===== src/rtl/gtech_reduce_pipe.sv =====
// Pipelined AND/OR/XOR reduction tree with optional final inversion; one register
// stage per tree level, with the op carried alongside each partial vector.
module gtech_reduce_pipe #(
  parameter int WIDTH = 8
) (
  input  logic             CLK,
  input  logic             RSTN,
  input  logic             IN_VALID,
  output logic             IN_READY,
  input  logic [WIDTH-1:0] IN_DATA,
  input  logic [2:0]       IN_OP,
  output logic             OUT_VALID,
  input  logic             OUT_READY,
  output logic             Z,
  output logic             OP_ERR
);

  localparam int LEVELS = $clog2(WIDTH);
  localparam int PW     = 1 << LEVELS;

  if (WIDTH < 2 || WIDTH > 64) begin : g_width_check
    $error("gtech_reduce_pipe: WIDTH must be in 2..64");
  end

  // Ops 6/7 run as NAND: base AND whenever op[2]==op[1], inverted when op[0] or reserved.
  function automatic logic op_is_and(input logic [2:0] op);
    return op[2] == op[1];
  endfunction

  function automatic logic op_inv(input logic [2:0] op);
    return (op[2] & op[1]) | op[0];
  endfunction

  function automatic logic combine(input logic a, input logic b, input logic [2:0] op);
    case (op[2:1])
      2'b01:   combine = a | b;
      2'b10:   combine = a ^ b;
      default: combine = a & b;
    endcase
  endfunction

  // Handshake: an input transfer happens when IN_VALID & IN_READY, an output
  // transfer when OUT_VALID & OUT_READY; IN_READY never depends on IN_VALID.
  logic [PW-1:0]     leaf;
  logic [PW-1:1]     tree;
  logic [PW-1:1]     tree_nxt;
  logic [PW-1:1]     node_en;
  logic [LEVELS:1]   vld;
  logic [LEVELS:1]   vld_src;
  logic [LEVELS:1]   adv;
  logic [2:0]        op_r   [1:LEVELS];
  logic [2:0]        op_src [1:LEVELS];

  for (genvar j = 0; j < PW; j++) begin : g_leaf
    if (j < WIDTH) begin : g_data
      assign leaf[j] = IN_DATA[j];
    end else begin : g_pad
      assign leaf[j] = op_is_and(IN_OP);
    end
  end

  // A stage advances when it, or any stage after it, is empty, or the consumer takes Z.
  for (genvar k = 1; k <= LEVELS; k++) begin : g_stage
    assign adv[k] = OUT_READY | ~(&vld[LEVELS:k]);
    if (k == 1) begin : g_first
      assign vld_src[k] = IN_VALID;
      assign op_src[k]  = IN_OP;
    end else begin : g_next
      assign vld_src[k] = vld[k-1];
      assign op_src[k]  = op_r[k-1];
    end
  end

  // Heap-ordered tree: node i combines children 2i and 2i+1; leaves sit at PW..2PW-1.
  for (genvar i = 1; i < PW; i++) begin : g_node
    localparam int K = LEVELS - $clog2(i + 1) + 1;
    logic a;
    logic b;
    if (2 * i >= PW) begin : g_from_leaf
      assign a = leaf[2*i-PW];
      assign b = leaf[2*i+1-PW];
    end else begin : g_from_tree
      assign a = tree[2*i];
      assign b = tree[2*i+1];
    end
    assign tree_nxt[i] = combine(a, b, op_src[K]);
    assign node_en[i]  = adv[K];
  end

  always_ff @(posedge CLK) begin
    for (int i = 1; i < PW; i++) begin
      if (node_en[i]) tree[i] <= tree_nxt[i];
    end
    for (int k = 1; k <= LEVELS; k++) begin
      if (adv[k]) op_r[k] <= op_src[k];
    end
  end

  always_ff @(posedge CLK) begin
    if (!RSTN) begin
      vld <= '0;
    end else begin
      for (int k = 1; k <= LEVELS; k++) begin
        if (adv[k]) vld[k] <= vld_src[k];
      end
    end
  end

  assign IN_READY  = adv[1];
  assign OUT_VALID = vld[LEVELS];
  assign Z         = vld[LEVELS] & (tree[1] ^ op_inv(op_r[LEVELS]));
  assign OP_ERR    = vld[LEVELS] & op_r[LEVELS][2] & op_r[LEVELS][1];

endmodule


===== config.mk =====
export PLATFORM = sky130hd
export DESIGN_NAME = gtech_reduce_pipe
export DESIGN_NICKNAME = d
export VERILOG_FILES = /design/src/rtl/gtech_reduce_pipe.sv
export SDC_FILE = /design/constraint.sdc
export NUM_CORES = 1
export LEC_CHECK = 0
export CORE_MARGIN = 1.5
export CORE_UTILIZATION = 25
export CTS_CLUSTER_SIZE = 8
export DETAILED_ROUTE_END_ITERATION = 8
export SETUP_SLACK_MARGIN = 0.5
export SYNTH_ARGS = -nofsm -noshare
export SYNTH_HDL_FRONTEND = slang
export SYNTH_SLANG_ARGS = --single-unit

===== constraint.sdc =====
create_clock -name CLK -period 2.7 [get_ports CLK]
set_input_delay 0.54 -clock CLK [delete_from_list [all_inputs] [get_ports CLK]]
set_output_delay 0.54 -clock CLK [all_outputs]
set_load 0.02 [all_outputs]

After elaboration in Yosys (flattened, before gate mapping)
Memories as Yosys holds them, arrays and structs flattened.
Index checks and enable logic that the tools add are counted.

operators by class
  muxes and demuxes = 13
  bitwise operators = 33
  reductions and logical operators = 2
  equal/unequal tests = 6

operator list
  cell                count
  $pmux 1 s2          7
  $and 1x1->1         11
  $or 1x1->1          11
  $xor 1x1->1         8
  $eq 2x1->1 const B  3
  $eq 2x2->1 const B  3
  $mux 1              6
  $not 1->1           3
  $reduce_and 3->1    1
  $reduce_and 2->1    1

word-level totals
  bits of input ports = 15
  bits in writable memories = 9
  memories = 1
  output and inout bits = 4
  flip-flop bits (word level) = 10
  logic and storage cells = 61

memories
  name  depth  bits a word  read ports  clocked after Yosys merged registers in  wr ports  RTL line  source
  op_r  3      3            3           0                                        3         51        logic [2:0] op_r [1:LEVELS];

Logic depth before layout (Yosys ltp)
Gate-level depths: netlist (run 1).

  word-level depth = 5
  depth in mapped cells = 4
  gate-level depth less buffers = 4

Worst setup path after synthesis (run 1)
Ideal clock, no wire load.

  kind = input to output
  start = in OUT_READY
  end = out IN_READY
  arrival time = 996 ps
  path slack = 1164 ps
  stages on the path = 2
  buffers on the path = 0
  path through = and4b_1 > inv_1

on the way
  cells in the longest elaborated chain, start to end = 1

ends and longest elaborated chain
  element             RTL line  source
  start: declaration  13        input logic OUT_READY,
  $or 1x1->1          64        assign adv[k] = OUT_READY | ~(&vld[LEVELS:k]);
  end: declaration    9         output logic IN_READY,

Every way passes these cells.

Final worst setup path (run 1)
Same ends and word-level chain as after synthesis.

==> results of run 1 <==
## worst register-to-register path, stage by stage, from the launching register on
cell	delay, ns
sky130_fd_sc_hd__edfxtp_1	0.42
sky130_fd_sc_hd__ha_1	0.34
sky130_fd_sc_hd__nor2b_1	0.15
sky130_fd_sc_hd__a31oi_1	0.05
## metal layers
layer / routed length, um / vias up / global-route usage [%]
li1: - / 381 / -
met1: 621 / 333 / 7.03
met2: 885 / 17 / 15.0
met3: 74 / 4 / 2.16
met4: 25 / 0 / 4.06
met5: 0 / - / 0
## registers in the layout, indices dropped and copies added (netlist names)
register  flops
op_r          9
tree          7
vld           3
## final cells by class
class	instances	area [sq um]
flip-flops and latches	19	541
clock inverters	1	7.51
inverters	26	97.6
fillers	441	2930
multi-input cells	59	490
clock buffers	3	41.3
well taps	52	65.1
repair buffers	19	181
## power by group
| group | total (W) | internal (W) | switching [W] |
|---|---|---|---|
| Combinational | 0.000106 | 0.0000591 | 0.0000468 |
| Sequential | 0.000362 | 0.000349 | 0.0000134 |
| Clock | 0.000199 | 0.000104 | 0.0000955 |
## metrics by stage
step	area [sq um]	hold slack, ns	power (W)	instances	util (%)
floorplan	1130	0.400	0.000432	104	-
global placement	1380	0.405	0.000470	175	31.7
detailed placement	1380	0.407	0.000477	175	31.7
CTS	1430	0.425	0.000680	179	32.8
global route	1420	0.430	0.000710	179	32.7
finish	1420	0.423	0.000668	179	32.7
## cells in the mapped netlist (3+ instances only)
library cell               number
sky130_fd_sc_hd__o21a_1         3
sky130_fd_sc_hd__ha_1          20
sky130_fd_sc_hd__a31oi_1        7
sky130_fd_sc_hd__nor2b_1        7
sky130_fd_sc_hd__nand2_1        8
sky130_fd_sc_hd__inv_1         26
sky130_fd_sc_hd__nand2b_1       8
sky130_fd_sc_hd__dfxtp_1        3
sky130_fd_sc_hd__edfxtp_1      16
## cells by family after synthesis
family | Yosys count
compound gates | 11
fa+ha+maj | 20
buf+inv | 26
flops | 19
mux | 1
simple gates | 27
## worst max path at each step
stage / depth (start not counted) / start / to / slack (ns)
after CTS: 4 / OUT_READY / IN_READY / 0.48
after detailed placement: 4 / OUT_READY / IN_READY / 0.21
after floorplan: 2 / OUT_READY / IN_READY / 1.16
after global routing: 4 / OUT_READY / IN_READY / 0.57
final: 4 / OUT_READY / IN_READY / 0.65
after global placement: 4 / OUT_READY / IN_READY / 0.19
==> out/results.ini, run 1 <==
[floorplan]
die_h_um=70.2
die-area_sq_um=4930
num_io_pins=19
core.rowCount=24
initial_core_util_pct=25.9
die_w_um=70.2
floorplan.core_area_sq_um=4350

[synth]
synth.distinct_cells=15
synthesis.nets=139
cell_type_with_the_largest_total_area_after_synthesis=sky130_fd_sc_hd__edfxtp_1
yosysTopAreaCellShare_pct=42.6
synthCells=104
synth_top_cells_by_area=sky130_fd_sc_hd__edfxtp_1 (43%), sky130_fd_sc_hd__ha_1 (22%), sky130_fd_sc_hd__inv_1 (8.6%), sky130_fd_sc_hd__dfxtp_1 (5.3%), sky130_fd_sc_hd__nand2b_1 (4.4%)
postSynth.asyncResetShare_pct=0
synth_enable_flop_cells=16
netlist_area_sq_um=1130
synth-warning-count=0
post_synth_xor_area_fraction_pct=0
yosys.area_share.adder_pct=22.2
dominant_combinational_cell_family_by_area_after_synthesis=adder cells
synth_sequential_area_ratio_pct=47.9
synth_compound_area_share_pct=6.32
post_synth_mux_area_share_pct=0.887
simple_gate_fraction_of_synth_area_pct=14.1
synth-seq-cells=19
synth_area_per_cell_sq_um=10.9
synth-main-ff-cell=sky130_fd_sc_hd__edfxtp_1

[sta]
grt_setup_unrepaired=false
fin_crit_sh_pct=76.1
skew_ns=0.00108
report.final.slew_viol_count=0
layout_min_cycle_time_ns=2.05
worst_setup_margin_ns=0.646
finalSetupTns_ns=0
worst-slew-pin-transition_ns=0.214
fmax_ghz=0.487
relSlewSlack_pct=85.7
final_hold_vios=0
setup_viol=0

[worst_setup_path]
reg2reg_to=tree[3]
cp_cell_instances=clkdlybuf4s50_1 > and4b_1 > inv_1 > clkbuf_2
cp-start-kind=input pin
timing.critical_path.fanout_max=3
crit_required_ns=2.16
timing.setup.critical_path_class=in2out
register_to_register_path_setup_slack_ns=1.51
critical_path_arrival_ns=1.51
r2r_cells=3
timing.rr.start=op_r[0][5]
cp_top_family=buffers and inverters
critical_path.n_buffers_inverters=3
master_of_the_slowest_instance_on_the_critical_path=sky130_fd_sc_hd__clkdlybuf4s50_1
worstSetupEndpointType=output pin
critical_path.max_stage_delay_ns=0.49

[power_and_ir_drop]
power.density_nw_per_um2=469
cellLeakagePower_nw=0.659
max-vdd-ir-drop_mv=0.175

[placement]
gpl.final_weighted_congestion=0.670
post_place_setup_slack_ns=0.207
dp_hpwl_um=1380
port-buffer-count=18

[global_routing]
grt_pass1_wl_um=3040
grt_antenna_before_repair=0
globalRouteOverflowTotal=0
grt_use_total_pct=7.68
grt_start_max_net_pins=13
via_count_of_the_first_global_routing_pass=798

[min_path]
min_delay_worst_endpoint=op_r[0][9]
hold-path-cell-count=0
hold_path_class=reg2reg
hp-start=op_r[0][6]

[cells_and_area]
antenna-diode-count=0
finish.net_count=163
drive_above_1_share_pct=6.30
layout-area-overhead-vs-synth_pct=26.2
layout_common_cells=sky130_fd_sc_hd__inv_1 (26), sky130_fd_sc_hd__ha_1 (20), sky130_fd_sc_hd__clkdlybuf4s50_1 (16), sky130_fd_sc_hd__edfxtp_1 (16)
layout.cells.most_common=sky130_fd_sc_hd__inv_1

[clock_tree]
cts_sinks=19
post_cts_hold_buffer_count=0
insertion_delay_ns=0.26
postCtsResizedCells=3
cts.repair_timing.setup_buffer_count=0
tritoncts.num_buffers=3
clock_root_cell=sky130_fd_sc_hd__clkbuf_8
clock_pin_slew_of_the_registers_on_the_worst_case_setup_and_hold_paths_ns=0.07
cts_max_path_buffers=2
cts_tree=done
htreeDepth=1

[route]
detail_route.first_pass.iterations=2
drt_drc_violations_left=0
wl_per_cell_um=8.98
detail-route-antenna-nets=0
drt_first_iter_violations=4
vias=735
routed_wl_um=1610
route.detailed.vias_per_inst=4.11

[outcome]
run_status=complete, no violations

[flow_run]
max_cap_viol_count=0

Power figures use the tool's default switching activity.
==> run 2: changes to the inputs <==
clock period = 1.8 ns   (was 2.7 ns; I/O delays follow)
==> run 2 against run 1 <==
Net effect:
- clock-buffer cell count unchanged
- core utilization up 0.83 points
- global-route usage is essentially flat
- largest cell class unchanged
- largest power group unchanged
- non-clock buffer count rose by 1
- die area stayed put
- clock power up 45%
- via count up 2.4%
- highest routed layer unchanged
- wire length up 4.9%
- setup slack got worse by 0.41 ns
==> out/results.ini, run 2 (synthesized netlist as in run 1, its figures left out) <==
[clock_tree]
cts_max_path_buffers=2
cts_sinks=19
clock_root_cell=sky130_fd_sc_hd__clkbuf_8
clock_pin_slew_of_the_registers_on_the_worst_case_setup_and_hold_paths_ns=0.07
insertion_delay_ns=0.25
post_cts_hold_buffer_count=0
tritoncts.num_buffers=3
htreeDepth=1
cts_tree=done

[route]
wl_per_cell_um=9.36
drt_drc_violations_left=0
vias=753
route.detailed.vias_per_inst=4.18
drt_first_iter_violations=13
routed_wl_um=1690
detail_route.first_pass.iterations=4
detail-route-antenna-nets=0

[floorplan]
die_h_um=70.2
die-area_sq_um=4930
core.rowCount=24
die_w_um=70.2
num_io_pins=19
initial_core_util_pct=25.9
floorplan.core_area_sq_um=4350

[min_path]
min_delay_worst_endpoint=op_r[0][9]
hold_path_class=reg2reg
hp-start=op_r[0][6]
hold-path-cell-count=0

[cells_and_area]
largest_reg_flops=9
registers.top_by_ff_count=op_r
reg_top3=op_r (9), tree (7), vld (3)
antenna-diode-count=0
drive_above_1_share_pct=14.8
layout-area-overhead-vs-synth_pct=29.4
layout_common_cells=sky130_fd_sc_hd__inv_1 (24), sky130_fd_sc_hd__ha_1 (19), sky130_fd_sc_hd__edfxtp_1 (16)
final-instance-count-excl-fill=180
layout.cells.most_common=sky130_fd_sc_hd__inv_1
finish.net_count=164
final.fill_count=436

[placement]
gpl.final_weighted_congestion=0.666
place_inst=175
port-buffer-count=18
dp_hpwl_um=1450

[worst_setup_path]
cp-start-kind=register
master_of_the_slowest_instance_on_the_critical_path=sky130_fd_sc_hd__edfxtp_1
reg2reg_to=tree[2]
register_to_register_path_setup_slack_ns=0.62
cp_top_family=flip-flops
r2r_cells=3
timing.critical_path.fanout_max=2
cp_cell_instances=a21oi_2 > mux2i_2 > buf_4
crit_required_ns=1.44
worstSetupEndpointType=output pin
timing.setup.critical_path_class=reg2out
timing.rr.start=op_r[0][5]
critical_path.n_buffers_inverters=1
critical_path_arrival_ns=1.20
critical_path.max_stage_delay_ns=0.40

[global_routing]
grt_use_total_pct=7.64
grt_start_max_net_pins=12
grt_antenna_before_repair=0
globalRouteOverflowTotal=0
grt_pass1_wl_um=2980
via_count_of_the_first_global_routing_pass=752

[sta]
worst-slew-pin-transition_ns=0.203
skew_ns=0.00403
finalSetupTns_ns=0
fin_crit_sh_pct=86.7
hold_ws_ns=0.429
layout_min_cycle_time_ns=1.56
grt_setup_unrepaired=true
final_hold_vios=0
relSlewSlack_pct=86.4
setup_viol=0
fmax_ghz=0.641
report.final.slew_viol_count=0

[power_and_ir_drop]
cellLeakagePower_nw=0.697
max-vdd-ir-drop_mv=0.275
power.density_nw_per_um2=682
power_w=0.000996

[flow_run]
max_cap_viol_count=0

[outcome]
run_status=complete, no violations

[run 2: worst max-delay path by stage]
stage | slack (ns) | start | endpoint | depth (start not counted)
after detailed placement | -0.36 | OUT_READY | IN_READY | 4
after floorplan | 0.52 | op_r[0][11] | Z | 2
final | 0.24 | op_r[0][11] | Z | 3
after global placement | -0.34 | OUT_READY | IN_READY | 4
after global routing | 0.18 | op_r[0][11] | Z | 3
after CTS | 0.23 | op_r[0][11] | Z | 3
[run 2: layout make-up]
cell class	instances	area, sq um	share of cell area (%)
Clock buffer	3	41.3	2.83
Clock inverter	1	5.00	0.343
Inverter	26	97.6	6.68
Multi-Input combinational cell	59	515	35.3
Sequential cell	19	544	37.3
Tap cell	52	65.1	4.46
Timing Repair Buffer	20	191	13.1
[run 2: where the power goes]
| group | switching (W) | internal, W | leakage [nW] |
|---|---|---|---|
| Clock | 0.000135 | 0.000154 | 0.0255 |
| Sequential | 0.0000213 | 0.000523 | 0.198 |
| Combinational | 0.0000743 | 0.0000891 | 0.474 |
[run 2: worst register-to-register path, stage by stage, from the launching register on]
cell and delay, ns:
sky130_fd_sc_hd__edfxtp_1 0.42, sky130_fd_sc_hd__ha_1 0.33, sky130_fd_sc_hd__nor2b_1 0.13, sky130_fd_sc_hd__a31oi_1 0.05
[run 2: through the flow]
stage / instance area (sq um) / setup slack, ns / util (%)
6_report: 1460 / 0.240 / 33.5
5_1_grt: 1460 / 0.180 / 33.5
4_1_cts: 1430 / 0.229 / 32.8
3_5_place_dp: 1390 / -0.357 / 31.8
3_3_place_gp: 1390 / -0.343 / 31.8
2_1_floorplan: 1130 / 0.516 / -
[run 2: routing by layer]
metal | share of wire, % | track usage, % | vias up
met3 | 5.0 | 2.31 | 4
met1 | 38 | 6.80 | 347
met4 | 1.1 | 2.56 | 0
met5 | 0 | 0 | -
li1 | - | - | 385
met2 | 56 | 15.8 | 17
[run 2: repair_timing]
| action | 4_1_cts | 5_1_grt |
|---|---|---|
| endpoints found under the setup margin | 15 | 6 |
| pin swaps | 1 | 1 |
| setup buffers | 0 | 1 |
| resized for setup | 31 | 9 |
==> run 3: changes to the inputs <==
ABC_AREA = 1   (was not set)
clock period = 1.5 ns   (was 1.8 ns; I/O delays follow)
==> run 3 against run 2 <==
Net effect:
- die area fell by 0.75%
- sequential power increased by 18%
- register-to-register slack got worse by 0.35 ns
- critical path type unchanged
- largest cell class is now multi-input combinational cells
==> out/results.ini, run 3 <==
[global_routing]
via_count_of_the_first_global_routing_pass=902
grt_pass1_wl_um=3550
grt_use_total_pct=9.20
grt_start_max_net_pins=12
grt_antenna_before_repair=0
globalRouteOverflowTotal=0

[synth]
cell_type_with_the_largest_total_area_after_synthesis=sky130_fd_sc_hd__edfxtp_1
synth_sequential_area_ratio_pct=48.3
yosys.cell_count.top_type=sky130_fd_sc_hd__inv_1
synth.distinct_cells=11
synth-seq-cells=19
synth_top_cells_by_area=sky130_fd_sc_hd__edfxtp_1 (43%), sky130_fd_sc_hd__ha_1 (22%), sky130_fd_sc_hd__inv_1 (11%), sky130_fd_sc_hd__nand2_1 (9.1%), sky130_fd_sc_hd__dfxtp_1 (5.4%)
synth.cells.most_frequent=sky130_fd_sc_hd__inv_1 (34), sky130_fd_sc_hd__nand2_1 (27), sky130_fd_sc_hd__ha_1 (20), sky130_fd_sc_hd__edfxtp_1 (16)
postSynth.asyncResetShare_pct=0
yosysTopAreaCellShare_pct=42.9
synth_enable_flop_cells=16
synth-main-ff-cell=sky130_fd_sc_hd__edfxtp_1
synthCells=119
synthesis.nets=154
synth-warning-count=0
netlist_area_sq_um=1120
synth_area_per_cell_sq_um=9.41

[flow_run]
max_cap_viol_count=0

[clock_tree]
insertion_delay_ns=0.26
post_cts_hold_buffer_count=0
cts_sinks=19
tritoncts.num_buffers=3
cts_max_path_buffers=2
htreeDepth=1
cts_tree=done
clock_pin_slew_of_the_registers_on_the_worst_case_setup_and_hold_paths_ns=0.07
clock_root_cell=sky130_fd_sc_hd__clkbuf_8

[route]
route.detailed.vias_per_inst=3.99
drt_drc_violations_left=0
routed_wl_um=1980
detail_route.first_pass.iterations=2
wl_per_cell_um=9.39
detail-route-antenna-nets=0
vias=841
drt_first_iter_violations=25

[worst_setup_path]
worstSetupEndpointType=output pin
timing.rr.start=op_r[0][5]
register_to_register_path_setup_slack_ns=0.27
cp_top_family=flip-flops
critical_path.max_stage_delay_ns=0.39
critical_path.most_common_cell=sky130_fd_sc_hd__nand2_2
crit_required_ns=1.20
r2r_cells=5
cp-start-kind=register
timing.critical_path.fanout_max=3
reg2reg_to=tree[3]
cp_cell_instances=nand2_2 > nand3_2 > nand2_2 > nor2_4 > buf_6
master_of_the_slowest_instance_on_the_critical_path=sky130_fd_sc_hd__edfxtp_1
critical_path_arrival_ns=1.06
critical_path.n_buffers_inverters=1
timing.setup.critical_path_class=reg2out

[sta]
setup_viol=0
worst_setup_margin_ns=0.135
fin_crit_sh_pct=91.0
relSlewSlack_pct=89.8
skew_ns=0.00319
report.final.slew_viol_count=0
fmax_ghz=0.733
grt_setup_unrepaired=true
finalSetupTns_ns=0
layout_min_cycle_time_ns=1.36
final_hold_vios=0
worst-slew-pin-transition_ns=0.153

[power_and_ir_drop]
max-vdd-ir-drop_mv=0.352
cellLeakagePower_nw=0.790
power.density_nw_per_um2=759

[floorplan]
die-area_sq_um=4890
num_io_pins=19
die_h_um=69.9
floorplan.core_area_sq_um=4320
initial_core_util_pct=25.9
die_w_um=69.9
core.rowCount=24

[cells_and_area]
layout_common_cells=sky130_fd_sc_hd__nand2_1 (24), sky130_fd_sc_hd__inv_1 (19), sky130_fd_sc_hd__edfxtp_1 (16), sky130_fd_sc_hd__buf_4 (16), sky130_fd_sc_hd__ha_1 (13)
layout.cells.most_common=sky130_fd_sc_hd__nand2_1
final.fill_count=432
drive_above_1_share_pct=45.3
largest_reg_flops=9
finish.net_count=195
reg_top3=op_r (9), tree (7), vld (3)
registers.top_by_ff_count=op_r
layout-area-overhead-vs-synth_pct=48.6
antenna-diode-count=0

[placement]
post_place_setup_slack_ns=-0.307
dp_hpwl_um=1570
port-buffer-count=18
gpl.final_weighted_congestion=0.734

[min_path]
hp-start=IN_OP[2]
min_delay_worst_endpoint=op_r[0][5]
hold-path-cell-count=2
hold_path_class=in2reg

[outcome]
run_status=complete, no violations

[run 3: per-layer routing]
metal | track usage (%) | part of all wire (%)
met5 | 0 | 0
met4 | 4.49 | 2.2
met3 | 2.74 | 4.4
met2 | 18.3 | 56
met1 | 8.19 | 37
[run 3: kinds of logic (layout without fill, tap and decap cells)]
kind of cell | count (synthesis) | after routing | synth area share, %
DFF | 19 | 19 | 48.3
adders and majority gates | 20 | 20 | 22.3
and+or+nand+nor | 34 | 34 | 12.6
AOI/OAI and AO/OA | 12 | 12 | 5.36
buffers and inverters | 34 | 74 | 11.4
[run 3: layout make-up]
type                       instances  area, sq um  share of cell area [%]
clock buffer                       3         41.3                    2.48
clock inverter                     1         5.00                   0.301
inverter                          34          140                    8.42
multi-input combinational         66          584                    35.1
sequential                        19          547                    32.9
tap                               52         65.1                    3.91
timing repair buffer              36          282                    16.9
[run 3: worst max-delay path by stage]
| stage | from | end | slack (ns) | cells past startpoint |
|---|---|---|---|---|
| after global placement | OUT_READY | IN_READY | -0.28 | 4 |
| after CTS | op_r[0][11] | Z | 0.12 | 5 |
| after detailed placement | OUT_READY | IN_READY | -0.31 | 4 |
| after global routing | op_r[0][10] | Z | 0.07 | 5 |
| after floorplan | op_r[0][4] | tree[3] | 0.38 | 4 |
| final | op_r[0][11] | Z | 0.14 | 5 |
[run 3: through the flow]
step | hold WS (ns) | cell area (sq um) | utilization (%) | total power [W] | instances
floorplan | 0.399 | 1210 | - | 0.000775 | 119
global placement | 0.408 | 1530 | 35.3 | 0.000863 | 198
detailed placement | 0.410 | 1530 | 35.3 | 0.000880 | 198
CTS | 0.334 | 1660 | 38.5 | 0.00127 | 208
global route | 0.340 | 1660 | 38.5 | 0.00135 | 211
finish | 0.342 | 1660 | 38.5 | 0.00126 | 211
[run 3: repair_timing]
item                       4_1_cts  5_1_grt
setup endpoints to repair       30       15
gates cloned                     0        0
setup buffers                    6        3
pin swaps                       11        9
resized for setup               63       21
[run 3: report_power, final]
group,total [W],internal [W],switching [W],leakage [nW]
logic,0.000267,0.000138,0.000129,0.562
clock network,0.000355,0.000185,0.000170,0.0255
registers,0.000641,0.000618,0.0000228,0.203
total,0.00126,0.000941,0.000321,0.790
